--- src/rtl/arbiter_mux_8to1.sv ---
// arbiter_mux_8to1
//   Eight-source round-robin arbitrating multiplexer with a one-word output
//   register and a valid/ready handshake on the output side.
//
// Ports:
//   Clk       in   system clock, rising edge
//   Reset     in   asynchronous active-high reset
//   Req[7:0]  in   Req[k]=1: source k offers In{k}
//   In0..In7  in   N-bit source words
//   Grant     out  one-hot, combinational; marks the source captured this cycle
//   Out       out  registered output word
//   Source    out  index of the source that supplied Out
//   OutValid  out  Out/Source hold an undelivered word
//   OutReady  in   consumer takes Out this cycle when OutValid=1
//
// state | meaning
// ------+-----------------------------------------------
// EMPTY | no undelivered word; any request loads at once
// FULL  | Out/Source valid; waits for OutReady to free or
//       | refill the register
module arbiter_mux_8to1 #(
    parameter int N = 16
) (
    input  logic         Clk,
    input  logic         Reset,
    input  logic [7:0]   Req,
    input  logic [N-1:0] In0,
    input  logic [N-1:0] In1,
    input  logic [N-1:0] In2,
    input  logic [N-1:0] In3,
    input  logic [N-1:0] In4,
    input  logic [N-1:0] In5,
    input  logic [N-1:0] In6,
    input  logic [N-1:0] In7,
    output logic [7:0]   Grant,
    output logic [N-1:0] Out,
    output logic [2:0]   Source,
    output logic         OutValid,
    input  logic         OutReady
);

    localparam logic [0:0] EMPTY = 1'b0;
    localparam logic [0:0] FULL  = 1'b1;

    logic [0:0]   state;
    logic [2:0]   last;
    logic [2:0]   sel;
    logic         load;
    logic [N-1:0] ins [8];

    assign ins[0] = In0;
    assign ins[1] = In1;
    assign ins[2] = In2;
    assign ins[3] = In3;
    assign ins[4] = In4;
    assign ins[5] = In5;
    assign ins[6] = In6;
    assign ins[7] = In7;

    assign OutValid = (state == FULL);

    // Scan last+1, last+2, ... and finally last itself; the 3-bit sum wraps
    // modulo 8. The first hit wins.
    always_comb begin
        logic       found;
        logic [2:0] idx;
        sel   = 3'd0;
        found = 1'b0;
        idx   = 3'd0;
        for (int i = 0; i < 8; i++) begin
            idx = last + 3'(i) + 3'd1;
            if (!found && Req[idx]) begin
                sel   = idx;
                found = 1'b1;
            end
        end
    end

    // A word can be taken whenever the register is free or being emptied
    // in the same cycle, which keeps throughput at one word per cycle.
    assign load  = ((state == EMPTY) || OutReady) && (Req != 8'h00);
    assign Grant = load ? (8'h01 << sel) : 8'h00;

    always_ff @(posedge Clk or posedge Reset) begin
        if (Reset) begin
            state  <= EMPTY;
            Out    <= '0;
            Source <= 3'd0;
            last   <= 3'd7;
        end else if (load) begin
            state  <= FULL;
            Out    <= ins[sel];
            Source <= sel;
            last   <= sel;
        end else if ((state == FULL) && OutReady) begin
            state  <= EMPTY;
        end
    end

endmodule

--- config.mk ---
export PLATFORM = sky130hd
export DESIGN_NAME = arbiter_mux_8to1
export DESIGN_NICKNAME = d
export VERILOG_FILES = /design/src/rtl/arbiter_mux_8to1.sv
export SDC_FILE = /design/constraint.sdc
export NUM_CORES = 1
export LEC_CHECK = 0
export BUFFER_PORTS_ARGS = -buffer_cell sky130_fd_sc_hd__buf_2
export CAP_MARGIN = 20
export CELL_PAD_IN_SITES_DETAIL_PLACEMENT = 0
export CELL_PAD_IN_SITES_GLOBAL_PLACEMENT = 2
export CORE_ASPECT_RATIO = 1.1
export CORE_MARGIN = 4
export CORE_UTILIZATION = 25
export DETAILED_ROUTE_END_ITERATION = 10
export MAX_ROUTING_LAYER = met4
export PLACE_DENSITY = 0.92
export SETUP_SLACK_MARGIN = 0.3
export SLEW_MARGIN = 20
export SYNTH_ARGS = -nofsm -noshare
export SYNTH_HDL_FRONTEND = slang
export SYNTH_SLANG_ARGS = --single-unit
--- constraint.sdc ---
create_clock -name Clk -period 4.6 [get_ports Clk]
set_input_delay 0 -clock Clk [delete_from_list [all_inputs] [get_ports Clk]]
set_output_delay 0 -clock Clk [all_outputs]
set_load 0.05 [all_outputs]
# [Word level (Yosys, flattened, before mapping)]
# Cells that the tools add are included.
[word_totals] ff_bits=23 wordCells=86 output_inout_bits=28 in_bits=139
[classes] addsub=14 shifts=1 bitwise=2 order_cmp=9 reduce_logical=19 mux=37
[op_table] cell="$bmux W16 S3" count=1
[op_table] cell="$lt A3 B4 Y1 const B" count=8
[op_table] cell="$mux W16" count=2
[op_table] cell="$add A3 B1 Y3 const B" count=8
[op_table] cell="$bmux W1 S3" count=8
[op_table] cell="$mux W3" count=8
[op_table] cell="$mux W1" count=17
[op_table] cell="$add A3 B3 Y3 const B" count=4
[op_table] cell="$logic_and A1 B1 Y1" count=9
[op_table] cell="$mux W8" count=1
[op_table] cell="$reduce_bool A8 Y1" count=1
[op_table] cell="$shl A1 B3 Y8 const A" count=1
[op_table] cell="$logic_not A1 Y1" count=7
[op_table] cell="$add A3 B2 Y3 const B" count=2
[op_table] cell="$ge A4 B4 Y1 const B" count=1
[op_table] cell="$not A3 Y4" count=1
[op_table] cell="$reduce_bool A2 Y1" count=1
[op_table] cell="$logic_or A1 B1 Y1" count=1
[op_table] cell="$not A1 Y1" count=1

# [Logic depth before layout (Yosys ltp)]
[logic_depth] depth_word=29 mapped_depth=17 ltp_nobuf=11

# [Least setup slack after synthesis]
# Ideal clock, no wire load.
[synth_timing] kind="register -> output" startpoint="register last[0]" endpoint="output Grant[4]" arrival_ns=4.451 path_stages_with_launch=16 required_time_ns=4.600 slack_ns=0.149 path_buffers=6 path_cell_list="dfstp_2 -> buf_6 -> buf_4 -> buf_4 -> inv_1 -> ha_1 -> clkbuf_1 -> mux4_2 -> or4_4 -> nor4_4 -> a221oi_1 -> a22oi_4 -> buf_4 -> buf_6 -> nand2b_1 -> nor2_1"
[synth_via] elab_chain_cells=27 elab_cells_between_ends=61 cone_classes="add/sub: 14; shift: 1; mux: 32; reduce/logical: 14"
[synth_rtl] item="start, declared" line="46" text="logic [2:0] last;"
[synth_rtl] item="start signal, assigned" line="94" text="last <= sel;"
[synth_rtl] item="parallel branches: the longest is 24 deep, another holds $add A3 B1 Y3"
[synth_rtl] item="$mux W3 *" line="72" text="if (!found && Req[idx]) begin"
[synth_rtl] item="$shl A1 B3 Y8 *" line="82" text="assign Grant = load ? (8'h01 << sel) : 8'h00;"
[synth_rtl] item="$mux W8 *" line="82"
[synth_rtl] item="end, declared" line="35" text="output logic [7:0] Grant,"
# Every way passes the cells marked *. The select of a mux whose other input is x is not followed.

# [Worst setup path after layout]
[layout_timing] startpoint="register last[1]" endpoint="output Grant[0]"
# The elaborated chain is that of the path after synthesis.

==> summary.md <==
| Metric | Value |
|---|---|
| DP Cell Count | 683 |
| Crit share post-route | roughly nine tenths |
| CP max FO | 17 |
| CTS tree | built |
| Initial antenna violation count | 0 |
| Post-synth ARST share | 100.0% |
| Die H | roughly 130 um |
| CTS Sinks | 23 |
| Synth Area in Simple Gates | between 20% and 30% |
| Drt wl/cell | between 15 and 20 um |
| CP max stage cell | dfstp_2 |
| Mux cell area share after synthesis | around a quarter |
| FF+latch count, synth | 23 |
| Endpoints failing setup | 0 |
| Status | complete, no violations |
| Commonest non-fill, non-tap cell in the layout | buf_2 |
| Residual DRC count | 0 |
| # rows | 43 |
| Netlist cell types | between 50 and 60 |
| DRT Pass-1 Iters | 5 |
| Relative slew slack | 51.26% |
| Hpwl dp | 9792 um |
| Crit-path max cell delay | just over 600 ps |
| Clock Tree Root | clkbuf_16 |
| Post-route ant nets | 0 |
| Worst Path Required | about 4600 ps |
| Worst skew pair latency | about 260 ps |
| Mapped Avg Cell Area | around 8.6 um2 |
| WS Path Type | reg -> out |
| Final net count | around 670 |
| Worst slew pin tran | 727.1 ps |
| Post-Syn Instances | between 300 and 400 |
| # IOs | approximately 170 |
| Yosys warning total | 0 |
| CP Data Arrival Time | between 4000 and 5000 ps |
| Number of global-route vias before repair | 3800 |
| Largest family of logic cells by synthesized area | multiplexers |
| GP Congestion | between 0.9 and 1 |
| CTS Buf Count | 3 |
| Clock Skew | roughly 3.6 ps |
| IO Port Bufs | between 150 and 200 |
| Vias post-DR | between 3000 and 4000 |
| Total negative slack | 0 ps |
| WL final | ~13000 um |
| DIE AREA | 14860 um2 |
| Chip Width | approximately 120 um |
| Tmin final | approximately 4100 ps |
| Largest net degree at the start of global routing | 42 |
| Max cap viols | 0 |
| Hold Crit Class | in -> reg |
| Final Max Slew Viols | 0 |
| RSZ-0062 raised after global routing | true |
| Syn nets | approximately 520 |
| Area delta synth->final | 33.68% |
| CTS Buffer Depth | 2 |
| Synth Cell Area | ~3200 um2 |
| Vias/cell | between 5 and 6 |
| First-pass GRT wire length | around 20000 um |
| Synth Area in Adders | about 1.2% |
| H-tree Lvls | 1 |
| Final Hold Fails | 0 |
| N_diodes | 0 |
| EDFF count, synth | 0 |
| Initial core utilization | roughly 26% |
| Sequential area share after synthesis | between 10% and 20% |
| Critical Path End Type | output port |
| CP delay by family, top | multiplexers |
| Core area | 12640 um2 |
| Xor-xnor portion of the synthesized cell area | roughly 1.5% |
| GRT overflow | 0 |
| DRT iter0 DRCs | 200 |
| GRT Resource Usage Total | around 17% |
| Crit start category | flop |
| Top achievable clock speed | between 0.2 and 0.25 GHz |
| Synth Flop Type | dfrtp_1 |
| Clk slew on worst S/H paths | about 70 ps |
| Layout cells sized above 1 | ~47% |
| Synth Area in Compound Gates | 24.42% |
| Most frequent cells in the layout | buf_2, nand2_1, nand3_1 |
| Worst-path cell chain | inv_1 -> ha_4 -> mux4_2 -> mux2_2 -> a21oi_1 -> o21ai_1 -> or3_2 -> nand2_4 -> buf_6 -> nand2b_1 -> nor2_1 -> buf_2 |
| Final cell count without fillers | approximately 690 |
| WP buf/inv | 3 |
## final cells by class
type	instances	area, um2
Sequential cell	23	579.3
Clock buffer	4	78.83
Multi-Input combinational cell	315	2467
Inverter	7	30.03
Tap cell	157	196.4
Timing Repair Buffer	182	983.4
Fill cell	1354	8308
## repair_timing
action / 4_1_cts / 5_1_grt
hold buffers: 0 / 1
gates resized for setup: 1 / 7
hold endpoints to repair: 0 / 20
endpoints found under the setup margin: 1 / 24
setup buffers: 0 / 0
## state kept, by name, indices dropped and copies added, names as in the netlist
name and flops:
Out 16, Source 3, last 3, OutValid 1
## cell families (layout without fill, tap and decap cells)
family / Yosys count / in the layout
simple gates: 146 / 146
buf+inv: 41 / 193
fa+ha+maj: 3 / 3
compound gates: 100 / 100
flops: 23 / 23
mux: 62 / 62
xor+xnor: 4 / 4
## final timing paths
| path | startpoint | to | slack, ps | depth (start not counted) |
|---|---|---|---|---|
| max in group asynchronous | Reset | last[0]$_DFFE_PP1P_ | 3900 | 3 |
| worst min-delay path | OutReady | OutValid$_DFFE_PP0P_ | 30 | 3 |
| worst max register to register | last[1]$_DFFE_PP1P_ | Out[6]$_DFFE_PP0P_ | 560 | 12 |
| min in group asynchronous | Reset | Source[2]$_DFFE_PP0P_ | 330 | 3 |
| worst max-delay path | last[1]$_DFFE_PP1P_ | Grant[0] | 520 | 12 |
| worst min register to register | Source[2]$_DFFE_PP0P_ | Source[2]$_DFFE_PP0P_ | 490 | 2 |
## Yosys cell counts, types with 3 or more instances
| cell type | instances | share of area [%] |
|---|---|---|
| o221ai_1 | 4 | 1.1 |
| buf_6 | 5 | 1.7 |
| a31oi_1 | 12 | 2.3 |
| dfstp_2 | 3 | 2.4 |
| buf_4 | 9 | 2.1 |
| a21oi_1 | 7 | 1.1 |
| nor2b_1 | 3 | 0.58 |
| inv_1 | 7 | 0.81 |
| clkbuf_1 | 12 | 1.4 |
| o211ai_2 | 7 | 2.7 |
| o211ai_1 | 22 | 5.1 |
| mux4_2 | 10 | 6.9 |
| nor2_1 | 15 | 1.7 |
| mux2_1 | 5 | 1.7 |
| or2_1 | 3 | 0.58 |
| a32o_1 | 12 | 3.7 |
| o21ai_0 | 15 | 2.3 |
| o221ai_2 | 3 | 1.4 |
| and2_1 | 4 | 0.77 |
| mux2_4 | 15 | 6.9 |
| ha_1 | 3 | 1.2 |
| o21ai_1 | 3 | 0.46 |
| nand2_1 | 59 | 6.8 |
| dfrtp_1 | 20 | 15 |
| mux2i_1 | 23 | 7.1 |
| mux2_2 | 9 | 3.1 |
| nand3_1 | 43 | 6.6 |
| buf_2 | 8 | 1.2 |
| nand2b_1 | 4 | 0.77 |
## tightest hold or removal path: cells and delay by family
family	cells	cell delay, ps
buffers and inverters	1	70
AND/OR/NAND/NOR	2	180
## stage by stage
stage | utilization [%] | cell area (um2) | hold slack [ps] | worst slack [ps]
final | 34.29 | 4335 | 30.62 | 523.4
after global routing | 34.29 | 4335 | 43.36 | 284.7
after CTS | 33.96 | 4294 | 27.20 | 341.6
after detailed placement | 33.32 | 4213 | 296.2 | 365.6
after global placement | 33.32 | 4213 | 296.6 | 502.8
after floorplan | - | 3246 | -0.2997 | 149.4
## metal layers
metal / track usage, % / share of wire (%) / vias up
li1: - / - / 1754
met1: 20.31 / 40 / 1721
met2: 29.80 / 51 / 147
met3: 1.611 / 7.2 / 14
met4: 4.386 / 1.9 / 0
met5: - / 0 / -
Power is not shown: default switching activity piles up to over one toggle a cycle in this logic, so the estimate is an artifact.
